--- src/rtl/seq_decoder.sv ---
// seq_decoder: fetch/execute sequencer, return-address stack and opcode decode for the Harvard CPU.
// Latency: registers state, stack, sp and stack_err; all control outputs decode combinationally from them and inst.
// Backpressure: none; one state step per clock, HALT is left only on start.
//
// Ports:
//   clk, reset           rising-edge clock, synchronous active-high reset
//   start                leaves HALT (ignored elsewhere)
//   inst, pc_in          opcode from the IR, current PC
//   state                one-hot {HALT, EXEC2, EXEC1, FETCH}
//   ir_load .. alu_op    datapath controls
//   ret_addr             top of return stack (0 when empty)
//   stack_err            sticky overflow/underflow flag
//
// Optional build macro STACK_ERR_HALT_EN: a stack overflow/underflow in EXEC1 halts
// the machine (no pc_inc) instead of behaving as a NOP that increments the PC.
module seq_decoder #(
  parameter int ADDR_W      = 8,
  parameter int STACK_DEPTH = 4
) (
  input  logic              clk,
  input  logic              reset,
  input  logic              start,
  input  logic [3:0]        inst,
  input  logic [ADDR_W-1:0] pc_in,
  output logic [3:0]        state,
  output logic              ir_load,
  output logic              acc_load,
  output logic              mux3,
  output logic              e,
  output logic              WrEn,
  output logic              pc_load,
  output logic              pc_src,
  output logic              pc_inc,
  output logic              p,
  output logic [2:0]        alu_op,
  output logic [ADDR_W-1:0] ret_addr,
  output logic              stack_err
);

  localparam int SP_W  = $clog2(STACK_DEPTH + 1);
  localparam int IDX_W = (STACK_DEPTH > 1) ? $clog2(STACK_DEPTH) : 1;

  localparam logic [3:0] OP_LDI = 4'd0;
  localparam logic [3:0] OP_STA = 4'd1;
  localparam logic [3:0] OP_ADD = 4'd2;
  localparam logic [3:0] OP_JMP = 4'd3;
  localparam logic [3:0] OP_STP = 4'd4;
  localparam logic [3:0] OP_LDA = 4'd5;
  localparam logic [3:0] OP_JMS = 4'd6;
  localparam logic [3:0] OP_BBL = 4'd7;

  typedef enum logic [3:0] {
    S_FETCH = 4'b0001,
    S_EXEC1 = 4'b0010,
    S_EXEC2 = 4'b0100,
    S_HALT  = 4'b1000
  } state_t;

  state_t            state_q, state_d;
  logic [SP_W-1:0]   sp_q;
  logic [ADDR_W-1:0] stack_q [STACK_DEPTH];
  logic [IDX_W-1:0]  push_idx, top_idx;
  logic              stk_full, stk_empty, is_exec1;
  logic              do_push, do_pop, stk_fault;

  assign stk_full  = (sp_q == SP_W'(STACK_DEPTH));
  assign stk_empty = (sp_q == '0);
  // Index casts only drop bits that are zero whenever the index is actually used.
  assign push_idx  = IDX_W'(sp_q);
  assign top_idx   = IDX_W'(sp_q - SP_W'(1));
  assign ret_addr  = stk_empty ? '0 : stack_q[top_idx];

  assign is_exec1  = (state_q == S_EXEC1);
  assign do_push   = is_exec1 && (inst == OP_JMS) && !stk_full;
  assign do_pop    = is_exec1 && (inst == OP_BBL) && !stk_empty;
  assign stk_fault = is_exec1 && (((inst == OP_JMS) && stk_full) ||
                                  ((inst == OP_BBL) && stk_empty));

  assign state = state_q;
  assign p     = 1'b0;

  always_ff @(posedge clk) begin
    if (reset) begin
      state_q   <= S_FETCH;
      sp_q      <= '0;
      stack_err <= 1'b0;
      for (int i = 0; i < STACK_DEPTH; i++) stack_q[i] <= '0;
    end else begin
      state_q <= state_d;
      // JMS and BBL are exclusive opcodes, so push and pop never coincide.
      if (do_push) begin
        stack_q[push_idx] <= pc_in + ADDR_W'(1);
        sp_q              <= sp_q + SP_W'(1);
      end else if (do_pop) begin
        sp_q <= sp_q - SP_W'(1);
      end
      if (stk_fault) stack_err <= 1'b1;
    end
  end

  always_comb begin
    state_d  = state_q;
    ir_load  = 1'b0;
    acc_load = 1'b0;
    mux3     = 1'b0;
    e        = 1'b0;
    WrEn     = 1'b0;
    pc_load  = 1'b0;
    pc_src   = 1'b0;
    pc_inc   = 1'b0;
    alu_op   = 3'd0;
    case (state_q)
      S_FETCH: begin
        ir_load = 1'b1;
        state_d = S_EXEC1;
      end
      S_EXEC1: begin
        state_d = S_FETCH;
        if (inst[3]) begin
          acc_load = 1'b1;
          mux3     = 1'b1;
          alu_op   = inst[2:0];
          pc_inc   = 1'b1;
        end else begin
          case (inst)
            OP_LDI: begin acc_load = 1'b1; pc_inc = 1'b1; end
            OP_STA: begin WrEn = 1'b1; pc_inc = 1'b1; end
            OP_ADD, OP_LDA: begin
              e       = 1'b1;
              pc_inc  = 1'b1;
              state_d = S_EXEC2;
            end
            OP_JMP: pc_load = 1'b1;
            OP_STP: state_d = S_HALT;
            OP_JMS: begin
              if (!stk_full) begin
                pc_load = 1'b1;
              end else begin
`ifdef STACK_ERR_HALT_EN
                state_d = S_HALT;
`else
                pc_inc = 1'b1;
`endif
              end
            end
            OP_BBL: begin
              if (!stk_empty) begin
                // Return: PC from stack, accumulator takes the immediate.
                pc_load  = 1'b1;
                pc_src   = 1'b1;
                acc_load = 1'b1;
              end else begin
`ifdef STACK_ERR_HALT_EN
                state_d = S_HALT;
`else
                pc_inc = 1'b1;
`endif
              end
            end
            default: state_d = S_FETCH;
          endcase
        end
      end
      S_EXEC2: begin
        acc_load = 1'b1;
        e        = 1'b1;
        mux3     = (inst == OP_ADD);
        state_d  = S_FETCH;
      end
      S_HALT: begin
        if (start) state_d = S_FETCH;
      end
      default: state_d = S_FETCH;
    endcase
  end

endmodule

--- config.mk ---
export PLATFORM = sky130hd
export DESIGN_NAME = seq_decoder
export DESIGN_NICKNAME = d
export VERILOG_FILES = /design/src/rtl/seq_decoder.sv
export SDC_FILE = /design/constraint.sdc
export NUM_CORES = 1
export LEC_CHECK = 0
export CAP_MARGIN = 20
export CORE_ASPECT_RATIO = 1.2
export CORE_MARGIN = 2
export CORE_UTILIZATION = 49
export DETAILED_ROUTE_END_ITERATION = 8
export DONT_BUFFER_PORTS = 1
export PLACE_DENSITY = 0.73
export SYNTH_ARGS = -nofsm -noshare
export SYNTH_HDL_FRONTEND = slang
export SYNTH_SLANG_ARGS = --single-unit
--- constraint.sdc ---
create_clock -name clk -period 5.3 [get_ports clk]
set_input_delay 1.06 -clock clk [delete_from_list [all_inputs] [get_ports clk]]
set_output_delay 1.06 -clock clk [all_outputs]
set_load 0.005 [all_outputs]
# Word level (Yosys, flattened, before mapping)

Memory sizes are Yosys's and may differ from the RTL's.
Cells that the tools add are included.
Widths: inputs -> output; s select.

Add/subtract/negate cells: 3
Muxes and demuxes: 42
Reductions and logical operators: 16
Equal/unequal tests: 13

Operators with widths:

| kind                | number |
|---|---|
| $mux 1              | 25 |
| $eq 4x3->1 const B  | 5 |
| $mux 8              | 2 |
| $eq 4x2->1 const B  | 3 |
| $mux 3              | 4 |
| $pmux 4 s3          | 1 |
| $add 8x1->8 const B | 1 |
| $eq 4x1->1 const B  | 2 |
| $mux 4              | 2 |
| $pmux 1 s2          | 4 |
| $pmux 4 s2          | 1 |
| $reduce_or 8->1     | 1 |
| $logic_and 1x1->1   | 7 |
| $pmux 1 s3          | 2 |
| $eq 4x4->1 const B  | 1 |
| $logic_not 4->1     | 1 |
| $reduce_or 4->1     | 1 |
| $add 3x1->3 const B | 1 |
| $eq 3x3->1 const B  | 1 |
| $logic_not 3->1     | 1 |
| $sub 3x1->3 const B | 1 |
| $logic_not 1->1     | 2 |
| $mux 2              | 1 |
| $ne 2x2->1 const B  | 1 |
| other kinds (3)     | 3 |

Bits in writable memories: 32
Register bits after elaboration: 8
Output and inout bits: 25
Word-level logic and storage cells: 78
Memories kept: 1

Memories:

| memory  | words | bits a word | rd ports | clocked after memory_dff | wr ports | line | source |
|---|---|---|---|---|---|---|---|
| stack_q | 4     | 8           | 1        | 0                        | 4        | 61   | `logic [ADDR_W-1:0] stack_q [STACK_DEPTH];` |

# Logic depth before layout (Yosys ltp)

Gate-level depths: netlist of the first run.

Word-level depth: 8
Mapped depth: 9
Gate-level depth less buffers: 7

# Worst setup path after synthesis of the first run

Ideal clock, no wire load.

Kind: in2out
From: input inst[0]
To: output acc_load
Setup slack: 2.378 ns
Path buffers: 1
Arrival time: 1.862 ns
Stages on the path: 5
Data required time: 4.240 ns
Cells stage by stage: buf_1 -> nor3_1 -> a311oi_1 -> o21ai_0 -> and2_1

Word-level cells in the longest chain between the ends: 4

Ends and longest elaborated chain:

| element                                              | line | source |
|---|---|---|
| start, declared                                      | 23   | `input logic [3:0] inst,` |
| $eq 4x3->1 / $logic_not 4->1 (equally long branches) | 125  | `case (inst)` |
| $pmux 1 s2 (*)                                       | 125  |  |
| $mux 1 (*)                                           | 119  | `if (inst[3]) begin` |
| $pmux 1 s2 (*)                                       | 112  | `case (state_q)` |
| end, declared                                        | 27   | `output logic acc_load,` |

Every way passes the cells marked *; elsewhere a longest branch is shown, timed or not.

# Worst setup path after layout of the first run

From: register sp_q[0]
To: output ret_addr[6]

Word-level cells in the longest chain between the ends: 3

Ends and longest elaborated chain:

| element                | line | source |
|---|---|---|
| start, declared        | 60   | `logic [SP_W-1:0] sp_q;` |
| start signal, assigned | 93   | `sp_q <= sp_q + SP_W'(1);` |
| start signal, assigned | 95   | `sp_q <= sp_q - SP_W'(1);` |
| $sub 3x1->3            | -    |  |
| $mem_v2 4x8            | -    |  |
| $mux 8 (*)             | 71   | `assign ret_addr = stk_empty ? '0 : stack_q[top_idx];` |
| end, declared          | 36   | `output logic [ADDR_W-1:0] ret_addr,` |

Marked as above.

==> results of run 1 <==
-- area by class of cell --
| class | instances | area share |
|---|---|---|
| clock buffer | 7 | 0.0336 |
| inverter | 5 | 0.00826 |
| clock inverter | 1 | 0.00386 |
| multi-input combinational | 144 | 0.426 |
| sequential | 40 | 0.494 |
| timing repair buffer | 1 | 0.00331 |
| tap | 56 | 0.0309 |
-- flip-flops by register name, indices dropped and copies added, names as in the netlist --
name	cells
sp_q	3
stack_err	1
stack_q	32
state	4
-- stage by stage --
stage,std cells,area [um^2],utilization
6_report,254,2270,0.533
5_1_grt,254,2270,0.533
4_1_cts,254,2270,0.533
3_5_place_dp,246,2190,0.513
3_3_place_gp,246,2190,0.513
2_1_floorplan,202,2180,-
-- power by group through the flow --
stage                     logic [mW]  registers (mW)  clock network, mW
final                         0.0403           0.354              0.197
after global placement        0.0397           0.361                  0
after global routing          0.0445           0.355              0.212
after floorplan               0.0373           0.359                  0
after CTS                     0.0406           0.354              0.201
after detailed placement      0.0405           0.361                  0
-- worst max-delay path by stage --
stage	start	end	slack, ns	depth (start not counted)
2_1_floorplan	inst[0]	acc_load	2.38	5
3_3_place_gp	sp_q[0]	acc_load	2.10	6
3_5_place_dp	sp_q[0]	ret_addr[6]	2.08	4
4_1_cts	sp_q[0]	ret_addr[6]	1.75	4
5_1_grt	sp_q[0]	acc_load	1.58	6
6_report	sp_q[0]	ret_addr[6]	1.79	4
-- worst max-delay path: cells and delay by family (launching register included) --
kind,cells,cell delay [ns]
adders and majority gates,1,0.61
buffers and inverters,1,0.21
muxes,1,0.36
DFF,1,0.78
and+or+nand+nor,1,0.19
-- kinds of logic after synthesis --
family	after synthesis
and+or+nand+nor	101
DFF	40
AOI/OAI and AO/OA	21
buffers and inverters	18
xor gates and xnor gates	9
muxes	8
adders and majority gates	4
other	1
-- layout by cell type, fill, tap and decap left out, types with 2 or more instances in the layout --
cell type / count
nand2b_1: 4
nor2_1: 43
ha_1: 4
and3_1: 5
and2_1: 10
edfxtp_1: 32
nor3_1: 5
nand3b_1: 2
a21oi_1: 5
nand3_1: 7
clkbuf_8: 5
inv_1: 5
o21a_1: 2
nand2_1: 8
xnor2_1: 4
mux4_2: 8
nor3b_1: 2
dfxtp_1: 8
a31oi_1: 2
clkbuf_1: 2
or3_1: 3
xor2_1: 5
o21ai_0: 6
-- metal layers --
layer / share of wire / vias to the layer above
met1: 0.40 / 720
met2: 0.52 / 50
met5: 0 / -
met3: 0.067 / 7
met4: 0.014 / 0
li1: - / 705
==> key figures, run 1 <==
Worst hold path
  – Hold Crit Class: reg -> reg
  – Hold path depth: 1
  – Hold EP: stack_err
  – Hold_sp: stack_err

Power and ir drop
  – Seq pwr share: 0.598
  – Switching share of power: 0.225
  – Internal power: 458 uW
  – Proportion of power drawn by the clock network: 0.334
  – Leakage: 0.825 nW
  – VDD IR max: 0.171 mV
  – Pwr dens: 260 nW/um^2
  – Switch Pwr: 133 uW
  – Comb power frac: 0.068
  – Pwr Total: 591 uW

Cells and area
  – P&R area growth vs syn: 4.25%
  – Share of layout cells above drive strength 1: 0.111
  – Nets: 216
  – Multi-input logic area: 968 um^2
  – N_diodes: 0
  – Seq. cell area: 1120 um^2
  – Layout fillers: 367

Clock tree
  – H-tree level count: 2
  – Worst-path clk slew: 0.07 ns
  – Root Driver: clkbuf_8
  – Hold_buf cts: 0
  – Worst-Skew Late Latency: 0.29 ns
  – Maximum clock path buffer count: 2
  – CTS tree: built
  – Setup bufs post-CTS: 0
  – Num CTS Buffers: 5
  – PostCTS Resize Cnt: 0
  – CTS Sinks: 40

Critical path
  – Max stage delay on crit path: 0.78 ns
  – Critical-path cell list: inv_1, ha_1, mux4_2, and2_1
  – Critical-path maximum fanout: 13
  – Critical path endpoint category: output pin
  – Crit path kind: reg -> out
  – Slowest CP cell: dfxtp_1
  – Path depth of the worst reg2reg path: 7
  – Req. time, crit path: 4.24 ns
  – Setup crit start kind: flip-flop
  – Reg2reg end: stack_q[2][7]
  – CP Data Arrival Time: 2.45 ns
  – Reg2Reg Setup Slack: 2.11 ns
  – Reg-to-reg startpoint: sp_q[0]

Global routing
  – Tot GR Track Use: 0.180
  – Global routing usage on met2: 0.316
  – Initial antenna violation count: 0
  – Gr busiest metal: met2
  – Number of global-route vias before repair: 1,443
  – Met3 GRT Util: 0.0528
  – First-pass GRT wire length: 6740 um
  – Routing usage on met1: 0.207
  – Largest net degree at the start of global routing: 15
  – Congestion Overflow GR: 0

Place
  – DPL Wire Length: 2990 um
  – RePlAce Congestion: 0.822
  – Dpl ws: 2.08 ns
  – Port Buf Inserts: 0

Timing
  – Slew Limit Fails: 0
  – Slew @ Worst Pin: 0.711 ns
  – Peak Freq: 285 MHz
  – Unrepaired setup endpoints after global routing: false
  – Setup Viol. Count Final: 0
  – Worst Hold Slack: 0.498 ns
  – Period minus WS final: 3.51 ns
  – Max_slew headroom: 0.526
  – Final WS setup: 1.79 ns
  – Post-Route Setup TNS: 0 ns
  – Setup Skew: 0.00965 ns
  – Fin crit share: 0.662
  – Hold Fails Final Rpt: 0

Synthesis
  – Post-Synth XOR/XNOR Area: 0.0362
  – Synth area leader: edfxtp_1
  – Yosys cell types: 45
  – Yosys warns: 0
  – Syn avg cell area: 10.8 um^2
  – Mapped Area: 2180 um^2
  – Top FF cell, synth: edfxtp_1
  – Most numerous cell in the Yosys netlist: nor2_1
  – Flops & latches, synth: 40
  – Register area share after synthesis: 0.515
  – Largest family of logic cells by synthesized area: simple AND/OR/NAND/NOR gates
  – Post-synth EDFFs: 32
  – Syn_nets: 221
  – Post-synth top area share: 0.441
  – Post-synth top cells: nor2_1, edfxtp_1, and2_1
  – Simple-gate share of the synthesized area: 0.241
  – Compound-Gate Fraction of Synth Area: 0.0603
  – Synth Instances: 202
  – Portion of netlist area occupied by mux cells: 0.0827
  – Synth top area cells: edfxtp_1, mux4_2, nor2_1
  – Asr flop ratio synth: 0
  – Adder-Cell Fraction of Synth Area: 0.0230

Route
  – DRC Markers: 0
  – Initial DRC count: 39
  – 1st-pass router iterations: 4
  – Via density: 5.83
  – DRT Wirelength: 4240 um
  – Via count: 1,482
  – Wire length per cell: 16.7 um
  – Antenna viol nets, final: 0

Run status
  – Status: finished clean

Die
  – Starting density of the core: 0.511
  – Core Rows: 26
  – DIE AREA: 5000 um^2
  – Die height: 77.0 um
  – IO Count: 40
  – CORE AREA: 4260 um^2
  – Die W: 64.9 um

Run
  – MaxCap Viol Count: 0
No activity file was read; power rests on OpenSTA's default activity.
==> inputs of run 2 (changes only) <==
==> constraint.sdc (replaced) <==
create_clock -name clk -period 3.4 [get_ports clk]
set_input_delay 0.68 -clock clk [delete_from_list [all_inputs] [get_ports clk]]
set_output_delay 0.68 -clock clk [all_outputs]
set_load 0.005 [all_outputs]
==> key figures, run 2 (synthesized netlist as in run 1, its figures left out) <==
Timing
  – Worst Hold Slack: 0.442 ns (-0.0556 ns)
  – Peak Freq: 370 MHz
  – Setup Skew: 0.00425 ns (-0.00540 ns)
  – Period minus WS final: 2.70 ns
  – Post-Route Setup TNS: 0 ns (unchanged)
  – Slew Limit Fails: 0 (unchanged)
  – Fin crit share: 0.794
  – Hold Fails Final Rpt: 0 (unchanged)
  – Setup Viol. Count Final: 0 (unchanged)
  – Unrepaired setup endpoints after global routing: false
  – Final WS setup: 0.700 ns (-1.09 ns)

Clock tree
  – CTS tree: built
  – Setup bufs post-CTS: 0 (unchanged)
  – CTS Sinks: 40 (unchanged)
  – Num CTS Buffers: 5 (unchanged)
  – Root Driver: clkbuf_8
  – Worst-Skew Late Latency: 0.30 ns (about the same)
  – Hold_buf cts: 0 (unchanged)
  – Worst-path clk slew: 0.08 ns (about the same)
  – Maximum clock path buffer count: 2 (unchanged)
  – H-tree level count: 2 (unchanged)
  – PostCTS Resize Cnt: 0 (unchanged)

Power and ir drop
  – Pwr dens: 417 nW/um^2 (+60%)
  – Switch Pwr: 222 uW (+66%)
  – Seq pwr share: 0.579 (-0.019)
  – Leakage: 0.840 nW (+1.8%)
  – VDD IR max: 0.320 mV (+87%)
  – Internal power: 734 uW (+60%)
  – Proportion of power drawn by the clock network: 0.353 (+0.019)
  – Comb power frac: 0.067 (about the same)
  – Switching share of power: 0.232 (+0.00666)

Cells and area
  – P&R area growth vs syn: 5.11%
  – Layout fillers: 386 (+5.2%)
  – Max reg flops: 32 (unchanged)
  – N_diodes: 0 (unchanged)
  – Cell area after layout: 2290 um^2 (+0.83%)
  – Most flops, register: stack_q
  – Commonest non-fill, non-tap cells in the layout: nor2_1, edfxtp_1, and2_1
  – Nets: 217 (+0.46%)
  – Commonest non-fill, non-tap cell in the layout: nor2_1
  – Share of layout cells above drive strength 1: 0.126 (+0.0145)

Global routing
  – Largest net degree at the start of global routing: 15 (unchanged)
  – First-pass GRT wire length: 7420 um (+10%)
  – Initial antenna violation count: 0 (unchanged)
  – Tot GR Track Use: 0.203 (+0.0227)
  – Congestion Overflow GR: 0 (unchanged)
  – Number of global-route vias before repair: 1,519 (+5.3%)

Place
  – DPL Wire Length: 3550 um (+19%)
  – Port Buf Inserts: 0 (unchanged)
  – Dpl ws: 0.789 ns (-1.29 ns)
  – Placed Instance Area: 2190 um^2 (+0.34%)
  – RePlAce Congestion: 0.841 (+2.3%)

Run status
  – Status: finished clean

Critical path
  – Req. time, crit path: 2.72 ns (-1.52 ns)
  – Critical-path cell list: inv_1, ha_1, nand2b_1, a311oi_1, o21ai_0, and2_1
  – Setup crit start kind: flip-flop
  – Reg-to-reg startpoint: sp_q[1]
  – Slowest CP cell: a311oi_1
  – Critical-path maximum fanout: 12 (-1)
  – Crit path kind: reg -> out
  – Delay-heaviest family, CP: simple AND/OR/NAND/NOR gates
  – Max stage delay on crit path: 0.38 ns (-0.40 ns)
  – Critical path endpoint category: output pin
  – CP Data Arrival Time: 2.02 ns (-0.43 ns)
  – Reg2Reg Setup Slack: 0.87 ns (-1.24 ns)
  – Crit path from: sp_q[1]
  – Critical path buffers and inverters: 1 (unchanged)

Die
  – DIE AREA: 5000 um^2 (unchanged)
  – Starting density of the core: 0.511 (unchanged)
  – Core Rows: 26 (unchanged)
  – IO Count: 40 (unchanged)
  – Die W: 64.9 um (unchanged)
  – Die height: 77.0 um (unchanged)
  – CORE AREA: 4260 um^2 (unchanged)

Route
  – Initial DRC count: 62 (+59%)
  – 1st-pass router iterations: 4 (unchanged)
  – Antenna viol nets, final: 0 (unchanged)
  – Via count: 1,520 (+2.6%)
  – DRT Wirelength: 4770 um (+13%)
  – DRC Markers: 0 (unchanged)
  – Wire length per cell: 18.7 um (+12%)
  – Via density: 5.96 (+2.2%)

Worst hold path
  – Hold Crit Class: in -> reg
  – Hold_sp: reset

Run
  – MaxCap Viol Count: 0 (unchanged)
[run 2: cell count changes in the layout (fill, tap and decap cells not counted), sizes merged]
cell,previous run,this run
buf,1,2
clkbuf,7,6
inv,5,6
[run 2: worst paths after layout]
kind,to,depth (start not counted)
worst max-delay path,acc_load,6
worst min-delay path,sp_q[2],1
worst max register to register,stack_q[1][2],7
worst min register to register,stack_err,1
[run 2: layout make-up]
type / instances / area [um^2] / share of cell area
Sequential cell: 40 / 1120 / 0.490
Multi-Input combinational cell: 144 / 968 / 0.423
Clock buffer: 6 / 82.6 / 0.0361
Tap cell: 56 / 70.1 / 0.0306
Inverter: 5 / 18.8 / 0.00820
Timing Repair Buffer: 2 / 15.0 / 0.00656
Clock inverter: 2 / 13.8 / 0.00601
[run 2: power by group through the flow]
stage                     combinational (mW)  sequential, mW  clock [mW]
after global routing                  0.0706           0.555       0.362
after floorplan                       0.0581           0.559           0
after CTS                             0.0647           0.553       0.343
final                                 0.0644           0.554       0.337
after global placement                0.0636           0.564           0
after detailed placement              0.0644           0.565           0
[run 2: stage by stage]
stage | instances | power (mW) | util
after floorplan | 202 | 0.617 | -
after global placement | 247 | 0.628 | 0.515
after detailed placement | 247 | 0.629 | 0.515
after CTS | 255 | 0.962 | 0.537
after global routing | 255 | 0.988 | 0.537
final | 255 | 0.955 | 0.537
[run 2: routing by layer]
metal / routed length, um / track usage
met5: 0 / 0
met4: 187 / 0.106
met3: 309 / 0.0557
met2: 2460 / 0.349
met1: 1810 / 0.223
==> inputs of run 3 (changes only) <==
--- a/config.mk
+++ b/config.mk
@@ -11,7 +11,7 @@
 export CORE_UTILIZATION = 49
 export DETAILED_ROUTE_END_ITERATION = 8
 export DONT_BUFFER_PORTS = 1
-export PLACE_DENSITY = 0.73
+export PLACE_DENSITY = 0.75
 export SYNTH_ARGS = -nofsm -noshare
 export SYNTH_HDL_FRONTEND = slang
 export SYNTH_SLANG_ARGS = --single-unit
==> constraint.sdc (replaced) <==
create_clock -name clk -period 2.4 [get_ports clk]
set_input_delay 0.48 -clock clk [delete_from_list [all_inputs] [get_ports clk]]
set_output_delay 0.48 -clock clk [all_outputs]
set_load 0.005 [all_outputs]
==> key figures, run 3 (synthesized netlist as in run 1, its figures left out) <==
Run status
  – Status: finished clean

Critical path
  – Crit path from: sp_q[1]
  – Slowest CP cell: ha_2
  – Reg2Reg Setup Slack: 0.16 ns (-0.71 ns)
  – CP Data Arrival Time: 1.82 ns (-0.20 ns)
  – Max stage delay on crit path: 0.49 ns (+0.11 ns)
  – Critical-path cell list: inv_1, ha_2, mux4_2, and2_1
  – Delay-heaviest family, CP: adder cells
  – Critical path buffers and inverters: 1 (unchanged)
  – Setup crit start kind: flip-flop
  – Crit path kind: reg -> out
  – Reg-to-reg startpoint: sp_q[1]
  – Req. time, crit path: 1.92 ns (-0.80 ns)
  – Critical path endpoint category: output pin
  – Critical-path maximum fanout: 10 (-2)

Worst hold path
  – Hold Crit Class: in -> reg
  – Hold_sp: reset

Timing
  – Setup Viol. Count Final: 0 (unchanged)
  – Post-Route Setup TNS: 0 ns (unchanged)
  – Setup Skew: 0.00379 ns (-0.000456 ns)
  – Slew Limit Fails: 0 (unchanged)
  – Fin crit share: 0.958
  – Unrepaired setup endpoints after global routing: false
  – Hold Fails Final Rpt: 0 (unchanged)
  – Period minus WS final: 2.30 ns
  – Worst Hold Slack: 0.249 ns (-0.193 ns)
  – Peak Freq: 435 MHz

Die
  – Die W: 64.9 um (unchanged)
  – Die height: 77.0 um (unchanged)
  – DIE AREA: 5000 um^2 (unchanged)
  – IO Count: 40 (unchanged)
  – Core Rows: 26 (unchanged)
  – CORE AREA: 4260 um^2 (unchanged)
  – Starting density of the core: 0.511 (unchanged)

Route
  – Initial DRC count: 66 (+6.5%)
  – Via density: 5.73 (-3.9%)
  – 1st-pass router iterations: 4 (unchanged)
  – DRC Markers: 0 (unchanged)
  – Antenna viol nets, final: 0 (unchanged)
  – DRT Wirelength: 4460 um (-6.5%)
  – Wire length per cell: 16.9 um (-9.4%)
  – Via count: 1,507 (-0.86%)

Global routing
  – Tot GR Track Use: 0.190 (-0.0124)
  – Global routing usage on met2: 0.336 (-0.0134)
  – Routing usage on met1: 0.221 (-0.00216)
  – Gr busiest metal: met2
  – Initial antenna violation count: 0 (unchanged)
  – Largest net degree at the start of global routing: 15 (unchanged)
  – Number of global-route vias before repair: 1,488 (-2.0%)
  – Congestion Overflow GR: 0 (unchanged)
  – Met3 GRT Util: 0.0381 (-0.0176)
  – First-pass GRT wire length: 7050 um (-4.9%)

Cells and area
  – Nets: 225 (+3.7%)
  – Share of layout cells above drive strength 1: 0.169 (+0.0435)
  – Max reg flops: 32 (unchanged)
  – Cell area after layout: 2340 um^2 (+2.4%)
  – Layout fillers: 382 (-1.0%)
  – Commonest non-fill, non-tap cell in the layout: nor2_1
  – Commonest non-fill, non-tap cells in the layout: nor2_1, edfxtp_1, and2_1, buf_4
  – P&R area growth vs syn: 7.64%
  – Most flops, register: stack_q
  – N_diodes: 0 (unchanged)

Clock tree
  – Root Driver: clkbuf_8
  – Num CTS Buffers: 5 (unchanged)
  – PostCTS Resize Cnt: 0 (unchanged)
  – Maximum clock path buffer count: 2 (unchanged)
  – Worst-path clk slew: 0.07 ns (about the same)
  – Setup bufs post-CTS: 0 (unchanged)
  – CTS tree: built
  – Worst-Skew Late Latency: 0.29 ns (about the same)
  – H-tree level count: 2 (unchanged)
  – Hold_buf cts: 0 (unchanged)
  – CTS Sinks: 40 (unchanged)

Place
  – Port Buf Inserts: 0 (unchanged)
  – RePlAce Congestion: 0.778 (-7.4%)
  – Placed Instance Area: 2250 um^2 (+2.7%)
  – DPL Wire Length: 3290 um (-7.3%)

Power and ir drop
  – Pwr dens: 558 nW/um^2 (+34%)
  – Pwr Total: 1.31 mW (+37%)
  – VDD IR max: 0.383 mV (+20%)
  – Leakage: 0.866 nW (+3.2%)

Run
  – MaxCap Viol Count: 0 (unchanged)
-- run 3: changes by cell type in the layout (fill, tap and decap cells not counted) --
| cell | delta |
|---|---|
| buf_4 | +8 |
| ha_2 | +1 |
| clkbuf_1 | +2 |
| ha_1 | -1 |
| nand2_1 | -3 |
| clkbuf_8 | -1 |
| nand2_2 | +3 |
| inv_6 | -1 |
-- run 3: worst register-to-register path, stage by stage (launching register included) --
cell and delay, ns:
dfxtp_1 0.37, inv_1 0.12, ha_2 0.20, nand2_1 0.14
nand2_2 0.10, or3_4 0.40, or3_1 0.37, nand2_2 0.23
-- run 3: final timing paths --
kind,end,cells after the start
setup reg to reg,stack_q[2][7],7
setup / recovery,ret_addr[3],4
hold / removal,state[1],1
hold reg to reg,stack_err,1
-- run 3: per-layer routing --
layer	up-vias	part of all wire	wire, um
met4	0	0.011	50
met2	48	0.53	2380
met1	727	0.40	1790
met3	4	0.053	236
li1	728	-	-
met5	-	0	0
-- run 3: stage by stage --
stage          setup WS [ns]  utilization  instances
2_1_floorplan         0.0483            -        202
3_3_place_gp           0.149        0.529        255
3_5_place_dp          0.0417        0.529        255
4_1_cts              0.00184        0.548        263
5_1_grt               0.0199        0.550        263
6_report               0.101        0.550        263
-- run 3: layout make-up --
class	instances	area (um^2)	share of cell area
Timing Repair Buffer	10	75.1	0.0320
Clock buffer	7	76.3	0.0326
Inverter	5	18.8	0.00800
Clock inverter	1	5.00	0.00213
Multi-Input combinational cell	144	978	0.417
Sequential cell	40	1120	0.478
Tap cell	56	70.1	0.0299
-- run 3: power breakdown --
| group | internal, mW | switching [mW] | total, mW |
|---|---|---|---|
| registers | 0.768 | 0.00767 | 0.776 |
| clock network | 0.204 | 0.225 | 0.429 |
| logic | 0.0418 | 0.0617 | 0.104 |
==> patch 1 (flow settings as in run 2) <==
Add a define of `STACK_ERR_HALT_EN`.
--- a/src/rtl/seq_decoder.sv
+++ b/src/rtl/seq_decoder.sv
@@ -15,2 +15,4 @@
 // the machine (no pc_inc) instead of behaving as a NOP that increments the PC.
+`define STACK_ERR_HALT_EN
+
 module seq_decoder #(
Function: changed (a bounded check fails within 4 cycles, from zero or initial values and one cycle with reset high).
==> patch 1 against run 2 <==
Synthesized cell count fell by 3.0%. Power is 3.5% lower. Wire length is 3.1% higher. Sequential share of layout area fell by 0.080 points. Design area increased by 0.16%. Clock skew rose by 4.5 ps. Area after synthesis down 0.23%. Global-route usage up 0.95 points. Sequential cell count stayed put. Worst setup slack got worse by 290 ps. Utilization grew 0.088 points. Largest cell class unchanged.
==> patch 1: results (changes against run 2) <==
status=finished clean; wl on met1=1736 um (-4.2%); Top FF cell, synth=edfxtp_1; synth unique cells=46 (+2.2%); Arr. time, crit path=2320 ps (+300 ps); syn_nets=215 (-2.7%); Pre-antenna DRT Iters=4 (unchanged); syn avg cell area=11.09 um^2 (+2.8%); vias in the first global route=1509 (-0.66%); largest net degree at the start of global routing=16 (+1); routed wl met3=416 um (+35%); RD Place Congestion=0.8220 (-2.2%); I/O Buffers=0 (unchanged); top sig layer=met4; starting density of the core=51.00% (-0.12 points); Synth Area in XOR/XNOR=2.418% (-1.2 points); Most flops, register=stack_q; Layout Cells excl Fill=252 (-1.2%); compound-cell area share of the yosys netlist=7.772% (+1.7 points); adder-cell area share of the yosys netlist=2.303% (+0.0053 points); Placed Instances=244 (-1.2%); mux cell area share after synthesis=9.326% (+1.1 points); # fillers=374 (-3.1%); Post-DP HPWL=3706 um (+4.3%); yosys warns=0 (unchanged); most instantiated cells after synthesis=38 x nor2_1, 32 x edfxtp_1, 10 x inv_1, 10 x nor2b_1; WL met2=2672 um (+8.7%); Clock Skew=8.741 ps (+4.492 ps); crit path max fanout=10 (-2); total track usage=21.22% (+0.95 points); fin nets=214 (-1.4%); via/cell ratio=6.016 (+0.92%); Slowest cell on crit path=nor2b_1; Synth area leaders=edfxtp_1 44%, mux4_2 8.3%, dfxtp_1 7.4%; LEAKAGE=0.0007904 uW (-5.9%); global-route wire length before repair=7693 um (+3.7%); VDD IR max=0.2033 mV (-36%); initial antenna violation count=0 (unchanged); Clk pin slew, worst setup/hold paths=70 ps; delay of the slowest critical-path stage=530 ps (+150 ps); clock buffer depth=2 (unchanged); number of enable flip-flop cells after synthesis=32 (unchanged); max reg flops=32 (unchanged); final wirelength=4917 um (+3.1%); share of cells above drive strength 1=11.22% (-1.3 points); DR iter-0 viols=58 (-6.5%); Crit path max-delay family=simple AND/OR/NAND/NOR gates; register area share after synthesis=51.58% (+0.12 points); Diodes inserted=0 (unchanged)
patch 1: final cells by class:
class,instances,area share [%]
clock buffers,7,3.328
clock inverters,1,0.2182
inverters,10,1.637
multi-input cells,137,42.55
flip-flops and latches,40,48.88
well taps,56,3.055
repair buffers,1,0.3273
patch 1: power breakdown:
part | switching [uW] | internal [uW]
clock network | 158 | 144
registers | 10.7 | 543
logic | 38.9 | 27.9
patch 1: final timing paths:
path	from	endpoint	slack [ps]	depth (start not counted)
hold reg to reg	stack_err	stack_err	540	2
setup / recovery	sp_q[1]	acc_load	400	6
setup reg to reg	state[0]	stack_q[2][2]	690	4
hold / removal	reset	state[3]	450	1
patch 1: cell families after synthesis:
group	Yosys count
fa+ha+maj	4
buf+inv	19
flops	40
other cells	1
xor+xnor	6
mux	10
simple gates	91
compound gates	25
patch 1: per-layer routing:
| metal | global-route usage (%) | up-vias |
|---|---|---|
| li1 | - | 710 |
| met1 | 23.58 | 739 |
| met2 | 36.70 | 58 |
| met3 | 7.771 | 9 |
| met4 | 7.660 | 0 |
| met5 | 0 | - |
patch 1: through the flow:
step	util (%)	power [uW]	instance area, um^2	setup slack [ps]
after detailed placement	51.91	631.5	2212	684.9
after CTS	53.82	931.7	2293	375.6
after global placement	51.91	628.1	2212	772.9
final	53.82	922.2	2293	404.9
after floorplan	-	620.0	2173	553.4
after global routing	53.82	961.7	2293	232.1
==> patch 2 (config.mk and constraints of run 2) <==
Made on the original files. Put one more register stage on the output `stack_err`. The value now appears one clock later. The other outputs are not delayed to match. Comments in the files are not updated.
--- a/src/rtl/seq_decoder.sv
+++ b/src/rtl/seq_decoder.sv
@@ -58,2 +58,4 @@
 
+  logic stack_err_s0;
+
   state_t            state_q, state_d;
@@ -85,3 +87,3 @@
       sp_q      <= '0;
-      stack_err <= 1'b0;
+      stack_err_s0 <= 1'b0;
       for (int i = 0; i < STACK_DEPTH; i++) stack_q[i] <= '0;
@@ -96,3 +98,3 @@
       end
-      if (stk_fault) stack_err <= 1'b1;
+      if (stk_fault) stack_err_s0 <= 1'b1;
     end
@@ -176,2 +178,6 @@
 
+  always_ff @(posedge clk) begin
+    stack_err <= stack_err_s0;
+  end
+
 endmodule
Formal check against the unedited RTL: not equivalent (a bounded check fails within 4 cycles, from zero or initial values and one cycle with reset high).
==> patch 2 against run 2 <==
Sequential power rose by 1%. Power fell by 0.50%. Utilization rose by 0.64 points. Worst setup slack got worse by 94 ps. Clock skew rose by 5.3 ps. Design area rose by 2.7%. Wire length fell by 12%. Sequential cell count rose by 1. Area after synthesis rose by 2.1%. Count of clock-buffer cells in the layout rose by 1. Register-to-register slack barely moved. Critical path type unchanged. Highest routed layer unchanged.
==> patch 2: results (changes against run 2) <==
crit path max fanout=13 (+1); Most flops, register=stack_q; Clock Skew=9.596 ps (+5.347 ps); hold path cells=0 (-1); Pre-antenna DRT Iters=4 (unchanged); synth unique cells=42 (-6.7%); VDD IR max=0.2564 mV (-20%); launching point of the worst reg2reg path=state[2]; via/cell ratio=5.674 (-4.8%); mux cell area share after synthesis=9.116% (+0.85 points); Clk pin slew, worst setup/hold paths=80 ps (about the same); number of enable flip-flop cells after synthesis=32 (unchanged); largest net degree at the start of global routing=14 (-1); global-route wire length before repair=6872 um (-7.3%); crit path from=sp_q[0]; Reg2Reg Depth=4 (-3); register area share after synthesis=51.32% (-0.14 points); status=finished clean; type of the most critical hold path=reg2reg; Post-DP HPWL=3079 um (-13%); Diodes inserted=0 (unchanged); yosys warns=0 (unchanged); Slew @ Worst Pin=624.4 ps; Hold Crit Endpoint=stack_err; Crit path max-delay family=adder cells; clock buffer count from CTS=5 (unchanged); root buffer cell=clkbuf_8; most instantiated cells after synthesis=39 x nor2_1, 32 x edfxtp_1, 14 x nand2_1, 12 x a21oi_1, 10 x and2_1; H-tree levels=2 (unchanged); max reg flops=32 (unchanged); vias in the first global route=1451 (-4.5%); Fin Hold WS=353.3 ps (-88.68 ps); ys async rst share=0% (unchanged); reg2reg end=stack_q[2][4]; Arr. time, crit path=2110 ps (+90 ps); syn_nets=224 (+1.4%); adder-cell area share of the yosys netlist=2.251% (-0.047 points); LEAKAGE=0.0008408 uW (+0.14%); clock buffer depth=2 (unchanged); FF-to-FF setup slack=870 ps (about the same); total track usage=17.85% (-2.4 points); clk_lat worst skew=290 ps; most common cell in the netlist=nor2_1; Synth Area in XOR/XNOR=2.757% (-0.86 points); Synth area leaders=edfxtp_1 43%, dfxtp_1 8.1%, mux4_2 8.1%; RD Place Congestion=0.8229 (-2.1%); Slowest cell on crit path=ha_1; initial antenna violation count=0 (unchanged); compound-cell area share of the yosys netlist=5.684% (-0.35 points); DR iter-0 viols=69 (+11%); share of cells above drive strength 1=12.68% (+0.12 points); delay of the slowest critical-path stage=580 ps (+200 ps); average wire per standard cell=16.14 um (-14%); hold_sp=stack_err_s0
patch 2: changes by cell type in the layout (fill, tap and decap cells not counted), moves of 3 or more:
cell and change:
a21oi_1 +7, nand2_1 +6, nand3_1 -4, nor2_1 -4
nand3_2 +3, nor4b_1 +3
patch 2: report_power, final:
part           switching [uW]  total (uW)  internal (uW)  leakage [uW]
Clock                     160         325            165     0.0000445
Combinational            37.7        63.6           25.9      0.000393
Sequential               7.91         562            554      0.000403
Total                     206         951            745      0.000841
patch 2: metrics by stage:
| stage | utilization, % | total power [uW] | setup slack, ps | instances | cell area [um^2] |
|---|---|---|---|---|---|
| after floorplan | - | 630.1 | 817.1 | 205 | 2223 |
| after global placement | 52.20 | 637.2 | 865.8 | 253 | 2258 |
| after detailed placement | 52.20 | 638.3 | 855.0 | 253 | 2258 |
| after CTS | 54.37 | 957.7 | 558.8 | 261 | 2352 |
| after global routing | 54.37 | 985.0 | 412.5 | 261 | 2352 |
| final | 54.37 | 950.6 | 605.7 | 261 | 2352 |
patch 2: cell type report:
cell class,instances,area (um^2)
sequential,41,1141
clock inverter,1,7.507
fill,407,1974
clock buffer,7,86.33
timing repair buffer,2,15.01
multi-input combinational,149,1013
inverter,5,18.77
tap,56,70.07
patch 2: worst max-delay path by stage:
stage,endpoint,slack [ps],cells after the start
2_1_floorplan,ret_addr[0],820,6
3_3_place_gp,stack_q[2][4],870,4
3_5_place_dp,stack_q[2][5],850,4
4_1_cts,ret_addr[1],560,5
5_1_grt,ret_addr[1],410,5
6_report,ret_addr[1],610,5
patch 2: cell families (layout without fill, tap and decap cells):
kind of cell             count (synthesis)  in the layout
multiplexers                            10             10
XOR/XNOR                                 7              7
AO/OA/AOI/OAI                           22             22
adder cells (fa/ha/maj)                  4              4
flip-flops                              41             41
AND/OR/NAND/NOR                        105            105
buffers and inverters                   15             15
other                                    1              1
patch 2: per-layer routing:
| layer | wire [um] | up-vias | GRT usage, % | share of wire (%) |
|---|---|---|---|---|
| met5 | 0 | - | 0 | 0 |
| met4 | 85 | 0 | 6.042 | 2.0 |
| met3 | 235 | 9 | 4.928 | 5.6 |
| met2 | 2060 | 38 | 29.08 | 49 |
| met1 | 1831 | 703 | 22.82 | 43 |
| li1 | - | 731 | - | - |
